==> config.mk <==
export PLATFORM = sky130hd
export DESIGN_NAME = elevator_req_latch
export DESIGN_NICKNAME = d
export VERILOG_FILES = /design/src/rtl/elevator_req_latch.sv
export SDC_FILE = /design/constraint.sdc
export NUM_CORES = 1
export LEC_CHECK = 0
export CORE_AREA = 2 2 54 56
export DETAILED_ROUTE_END_ITERATION = 8
export DIE_AREA = 0 0 56 58
export PLACE_DENSITY_LB_ADDON = 0.3
export SYNTH_ARGS = -nofsm -noshare
export SYNTH_HDL_FRONTEND = slang
export SYNTH_SLANG_ARGS = --single-unit
==> constraint.sdc <==
create_clock -name CLK -period 1.7 [get_ports CLK]
set_input_delay 0.255 -clock CLK [delete_from_list [all_inputs] [get_ports CLK]]
set_output_delay 0.255 -clock CLK [all_outputs]
set_load 0.01 [all_outputs]
==> src/rtl/elevator_req_latch.sv <==
// Request front end for ELEVATOR: synchronizes the seven call buttons and latches
// rising edges as pending calls. Calls clear on service; a long car-button press raises Hold_Open.
module elevator_req_latch #(
    parameter int HOLD_CYC = 8,
    parameter int CNT_W    = 4
) (
    input  logic       CLK,
    input  logic       RST,
    input  logic       F1,
    input  logic       F2,
    input  logic       F3,
    input  logic       U1,
    input  logic       U2,
    input  logic       D2,
    input  logic       D3,
    input  logic       Open,
    input  logic [1:0] Floor,
    input  logic [1:0] Direction,
    output logic [2:0] Req_Car,
    output logic [1:0] Req_Up,
    output logic [1:0] Req_Dn,
    output logic       Any_Req,
    output logic       New_Req,
    output logic       Hold_Open
);

    localparam logic [CNT_W-1:0] HOLD_MAX = CNT_W'(HOLD_CYC);
    localparam logic [1:0] DIR_UP = 2'd1;
    localparam logic [1:0] DIR_DN = 2'd2;

    // Bit layout shared by the sync chain and the pending vector:
    // [2:0] car F3..F1, [4:3] up U2,U1, [6:5] down D3,D2.
    logic [6:0] raw, s1, s2, s3, rise;
    logic [6:0] pend, clr, pend_nxt;
    logic [CNT_W-1:0] hold_cnt, hold_cnt_nxt;
    logic [1:0] prev_floor;
    logic       car_btn, hold_run;

    assign raw  = {D3, D2, U2, U1, F3, F2, F1};
    assign rise = s2 & ~s3;

    // NOTE: every signal assigned in always_comb gets a default first, so no latch is inferred.
    always_comb begin
        clr = '0;
        if (Open) begin
            unique case (Floor)
                2'd1: begin
                    clr[0] = 1'b1;
                    clr[3] = 1'b1;
                end
                2'd2: begin
                    clr[1] = 1'b1;
                    clr[4] = (Direction != DIR_DN);
                    clr[5] = (Direction != DIR_UP);
                end
                2'd3: begin
                    clr[2] = 1'b1;
                    clr[6] = 1'b1;
                end
                default: ;
            endcase
        end
    end

    // Clear wins over a same-cycle rise on the same bit.
    assign pend_nxt = (pend | rise) & ~clr;

    always_comb begin
        car_btn = 1'b0;
        unique case (Floor)
            2'd1:    car_btn = s2[0];
            2'd2:    car_btn = s2[1];
            2'd3:    car_btn = s2[2];
            default: car_btn = 1'b0;
        endcase
    end

    assign hold_run = Open && car_btn && (Floor == prev_floor);

    always_comb begin
        hold_cnt_nxt = '0;
        if (hold_run)
            hold_cnt_nxt = (hold_cnt == HOLD_MAX) ? HOLD_MAX : hold_cnt + 1'b1;
    end

    // NOTE: sequential state uses non-blocking assignments only, so every flop samples pre-edge values.
    always_ff @(posedge CLK) begin
        if (RST) begin
            s1         <= '0;
            s2         <= '0;
            s3         <= '0;
            pend       <= '0;
            hold_cnt   <= '0;
            prev_floor <= '0;
            New_Req    <= 1'b0;
            Hold_Open  <= 1'b0;
        end else begin
            s1         <= raw;
            s2         <= s1;
            s3         <= s2;
            pend       <= pend_nxt;
            hold_cnt   <= hold_cnt_nxt;
            prev_floor <= Floor;
            New_Req    <= |(pend_nxt & ~pend);
            Hold_Open  <= (hold_cnt_nxt == HOLD_MAX);
        end
    end

    assign Req_Car = pend[2:0];
    assign Req_Up  = pend[4:3];
    assign Req_Dn  = pend[6:5];
    assign Any_Req = |pend;

endmodule
After elaboration in Yosys (flattened, before gate mapping)
Index checks and enable logic that the tools add are counted.
Widths: inputs -> output; s select.
- eq/ne operators: 8
- reductions and logical operators: 4
- bitwise logic cells: 7
- multiplexer cells: 8
- add/sub/neg operators: 1
- operators by type and width (cell ; count):
    $and 7x7->7 ; 3
    $not 7->7 ; 3
    $reduce_or 7->1 ; 2
    $eq 4x4->1 const B ; 2
    $mux 4 ; 2
    $mux 7 ; 1
    $or 7x7->7 ; 1
    $add 4x1->4 const B ; 1
    $eq 2x2->1 const B ; 2
    $mux 1 ; 3
    $pmux 1 s3 ; 1
    $eq 2x1->1 const B ; 1
    $eq 2x2->1 ; 1
    $logic_and 1x1->1 ; 2
    $mux 2 ; 1
    $ne 2x1->1 const B ; 1
    $ne 2x2->1 const B ; 1
- input bits: 14
- flip-flop bits (word level): 36

Logic depth before layout (Yosys ltp)
- word-level depth: 7
- gate-level depth with buffers: 6
- depth with buffers taken out: 6

Least setup slack after synthesis
OpenSTA, ideal clock, no wires.
- kind: input -> register
- start: input port Floor[1]
- end: register Hold_Open
- buffers on the path: 0
- slack: 0.307 ns
- setup time: 0.088 ns
- arrival time: 1.305 ns
- cell stages on the path: 4
- cell sequence: and2b_1 -> a32oi_1 -> or4b_4 -> nor4_2
- word-level cells in the longest chain between the ends: 6
- elaborated cells on any way between the ends: 9
- those cells by class: 5 x eq/ne; 2 x mux; 2 x reduce/logical
- ends and longest elaborated chain (item ; line ; text):
    start, declared ; 17 ; input logic [1:0] Floor,
    $eq 2x2->1 or $eq 2x1->1 (tied branches) ; 70 ; unique case (Floor)
    $pmux 1 s3 ; 70 ;
    $logic_and 1x1->1 ; 78 ; assign hold_run = Open && car_btn && (Floor == prev_floor);
    $logic_and 1x1->1 (*) ; 78 ;
    $mux 4 (*) ; 82 ; if (hold_run)
    $eq 4x4->1 (*) ; 105 ; Hold_Open <= (hold_cnt_nxt == HOLD_MAX);
    end signal, assigned ; 105 ;
    end, declared ; 24 ; output logic Hold_Open
Mark *: on every way between the ends. The rest lies on a longest branch, timed or not.
A chain may end at the register's enable or synchronous reset.

Final worst setup path
- start: register pend[1]
- end: output port Any_Req
- word-level cells in the longest chain between the ends: 1
- ends and longest elaborated chain (item ; line ; text):
    start, declared ; 34 ; logic [6:0] pend, clr, pend_nxt;
    start signal, assigned ; 101 ; pend <= pend_nxt;
    $reduce_or 7->1 ; 112 ; assign Any_Req = |pend;
    end, declared ; 22 ; output logic Any_Req,
No other way between the ends.

==> flow_summary.json <==
{
  "status": "finished clean",
  "grt_overflow": 0,
  "power_density_mw_per_mm2": 945,
  "setup_viol": 0,
  "synth_cells": 128,
  "clk_pin_slew_ps": 100,
  "vias": 992,
  "synth_xor_area_share_pct": 1.35,
  "die_area_sq_mm": 0.00325,
  "wl_per_cell_um": 11.7,
  "final-seq-area_sq_um": 722,
  "core_area_sq_mm": 0.00266,
  "placementRows": 19,
  "synth_area_sq_mm": 0.00130,
  "reg2reg_to": "Hold_Open$_SDFF_PP0_",
  "synth_most_common_cell": "dfxtp_1",
  "synth_edf_count": 0,
  "syn_to_final_growth_pct": 33.0,
  "synth_compound_area_share_pct": 9.43,
  "crit_slowest_cell": "dfxtp_1",
  "p_int_mw": 1.28,
  "ios": 24,
  "maxCapViolCount": 0,
  "crit_chain": "nor4_4 > nand2_1 > dlygate4sd2_1",
  "antenna_found_initial": 0,
  "final_max_slew_viol_count": 0,
  "cpPeakStageDelay_ps": 370,
  "dpl_cell_area_sq_mm": 0.00163,
  "post-route-period-util_pct": 94.9,
  "drc": 0,
  "final_util_pct": 64.9,
  "cp.arrival_ps": 1360,
  "synth_seq_area_share_pct": 55.4,
  "maxSlewHeadroom_pct": 79.6,
  "clkPwrFrac_pct": 35.3,
  "crit_required_ps": 1440,
  "finClkSkew_ps": 1.80,
  "detailed_place_hpwl_um": 1710,
  "ant_nets": 0,
  "grt_pass1_wl_um": 4040,
  "ys.flop_type": "dfxtp_1",
  "place.gp.congestion": 0.849,
  "cp_max_fo": 4,
  "holdCritPathClass": "input pin to register",
  "drt_iter0_drc": 38,
  "async_reset_ff_share_pct": 0,
  "ys_warn_count": 0,
  "start_util_pct": 48.8,
  "seqPwrFrac_pct": 54.8,
  "grt_pass1_vias": 971,
  "port_buffers": 23,
  "cp-startpoint": "pend[1]$_SDFF_PP0_",
  "nFillCells": 228,
  "grt_max_degree": 30,
  "crit_end": "Any_Req",
  "n_antenna_cell": 0,
  "worstMarginPinSlew_ps": 306,
  "clock-sinks": 36,
  "synth_top_family_by_area": "simple AND/OR/NAND/NOR gates",
  "worstSetupStartpointType": "register",
  "routed_wl_um": 2300,
  "r2r_setup_slack_ps": 180,
  "net-switching-power_mw": 0.350,
  "synth_top_cell_by_area": "dfxtp_1",
  "drive_above_1_share_pct": 13.9,
  "syn_avg_cell_area_sq_um": 10.2,
  "syn_nets": 144,
  "clock_tree.buffer_depth": 2,
  "postCtsSetupBuffers": 0,
  "yosys.area_share.simple_pct": 28.1,
  "netlist.area_leader.share_pct": 55.4,
  "pwr-share-comb_pct": 9.9,
  "synthTopCellsByArea": "dfxtp_1 (55%), nor2b_1 (15%), a21oi_1 (2.3%), o21a_1 (2.3%), inv_1 (2.0%)",
  "root_buffer": "clkbuf_4",
  "die_h_um": 58,
  "fin_crit_ps": 1610,
  "hold_depth": 3,
  "synth_adder_area_share_pct": 1.92,
  "die_w_um": 56,
  "synthMuxAreaShare_pct": 0.866,
  "ff2ff_path_depth": 4,
  "h-tree-depth": 2,
  "multi_input_area_sq_um": 557,
  "cts_made_buffers": 5,
  "cellLeakagePower_nw": 0.702,
  "hold_viol": 0,
  "worstSetupPathType": "register to output pin",
  "synth.distinct_cells": 30,
  "nNetsFinal": 181,
  "clk_latency_ps": 330,
  "tns_ps": 0,
  "ys_ff_latch": 36,
  "design_area_sq_mm": 0.00173,
  "first_pass_iters": 4,
  "cp-end-kind": "output pin",
  "vdd_drop_max_v": 0.000667,
  "swShare_pct": 21.4,
  "reg2reg_from": "prev_floor[0]$_SDFF_PP0_",
  "grt_util_all_layers_pct": 16.2,
  "yosys-top-cells-count": "dfxtp_1 (36), nor2b_1 (31), inv_1 (7)",
  "vias_per_cell": 5.04,
  "clock.fmax_mhz": 620,
  "grt_setup_unrepaired": "false",
  "tritoncts": "built"
}
## logic make-up after synthesis
| logic type | count (synthesis) |
|---|---|
| compound gates | 19 |
| xor+xnor | 2 |
| fa+ha+maj | 2 |
| flops | 36 |
| simple gates | 58 |
| mux | 1 |
| buf+inv | 10 |
## critical path: cells and delay by family (launching register included)
| family | cells | cell delay [ps] |
|---|---|---|
| flops | 1 | 370 |
| simple gates | 2 | 380 |
| buf+inv | 1 | 290 |
## worst min path at each step
stage / from / slack, ps / end
finish: Floor[1] / 400 / prev_floor[1]$_SDFF_PP0_
global route: Floor[1] / 420 / prev_floor[1]$_SDFF_PP0_
CTS: s1[4]$_SDFF_PP0_ / 450 / s2[4]$_SDFF_PP0_
detailed placement: s1[4]$_SDFF_PP0_ / 430 / s2[4]$_SDFF_PP0_
global placement: s1[6]$_SDFF_PP0_ / 420 / s2[6]$_SDFF_PP0_
floorplan: Floor[0] / 380 / prev_floor[0]$_SDFF_PP0_
## state kept, by name, indices dropped and copies added (netlist names)
| name | cells |
|---|---|
| s3 | 7 |
| s1 | 7 |
| New_Req | 1 |
| prev_floor | 2 |
| hold_cnt | 4 |
| s2 | 7 |
| pend | 7 |
| Hold_Open | 1 |
## through the flow
stage,hold slack [ps],setup slack [ps],instances,power (mW)
floorplan,383,307,128,0.982
finish,403,85.9,197,1.63
global route,416,13.9,197,1.71
detailed placement,428,-340,189,1.08
CTS,453,2.73,197,1.65
global placement,417,-237,189,1.07
## power groups by stage
stage / Clock [mW] / Sequential [mW] / Combinational (mW)
after global placement: 0 / 0.912 / 0.159
after floorplan: 0 / 0.914 / 0.0681
after detailed placement: 0 / 0.913 / 0.164
final: 0.577 / 0.896 / 0.162
after global routing: 0.630 / 0.900 / 0.178
after CTS: 0.587 / 0.896 / 0.165
## cell usage in the layout (no fill, tap or decap), drive strengths merged
master | synthesis | layout
o21a | 4 | 4
nor4 | 2 | 2
nor2 | 4 | 4
a32oi | 1 | 1
o21ai | 2 | 2
nand3 | 2 | 2
bufinv | 0 | 1
clkdlybuf4s50 | 0 | 20
or3 | 1 | 1
mux2 | 1 | 1
a211o | 1 | 1
nand3b | 1 | 1
clkinv | 0 | 1
xnor2 | 1 | 1
buf | 0 | 10
nand2b | 3 | 3
nor3b | 3 | 3
inv | 7 | 7
dlymetal6s2s | 0 | 2
dfxtp | 36 | 36
a31oi | 2 | 2
o22ai | 1 | 1
a21oi | 6 | 6
a41oi | 1 | 1
nor3 | 4 | 4
a22oi | 1 | 1
ha | 2 | 2
or4b | 3 | 3
dlygate4sd2 | 0 | 1
clkbuf | 3 | 6
nand2 | 3 | 3
nor2b | 31 | 31
xor2 | 1 | 1
and2b | 1 | 1
## per-layer routing
| layer | vias to the layer above | part of all wire (%) | global-route usage, % |
|---|---|---|---|
| met5 | - | 0 | 0 |
| met4 | 0 | 1.8 | 9.86 |
| met3 | 5 | 4.7 | 4.24 |
| met2 | 26 | 49 | 26.4 |
| met1 | 460 | 45 | 19.4 |
| li1 | 501 | - | - |
## final cells by class
cell class | count | share of cell area, %
Timing Repair Buffer | 33 | 17.9
Tap cell | 31 | 2.24
Multi-Input combinational cell | 82 | 32.2
Inverter | 7 | 1.52
Sequential cell | 36 | 41.8
Clock inverter | 2 | 2.03
Clock buffer | 6 | 2.39
## timing repair
action,4_1_cts,5_1_grt
pin swaps,0,0
gates resized for setup,3,3
setup endpoints to repair,1,4
hold buffers,0,0
(Power assumes the default switching activity.)
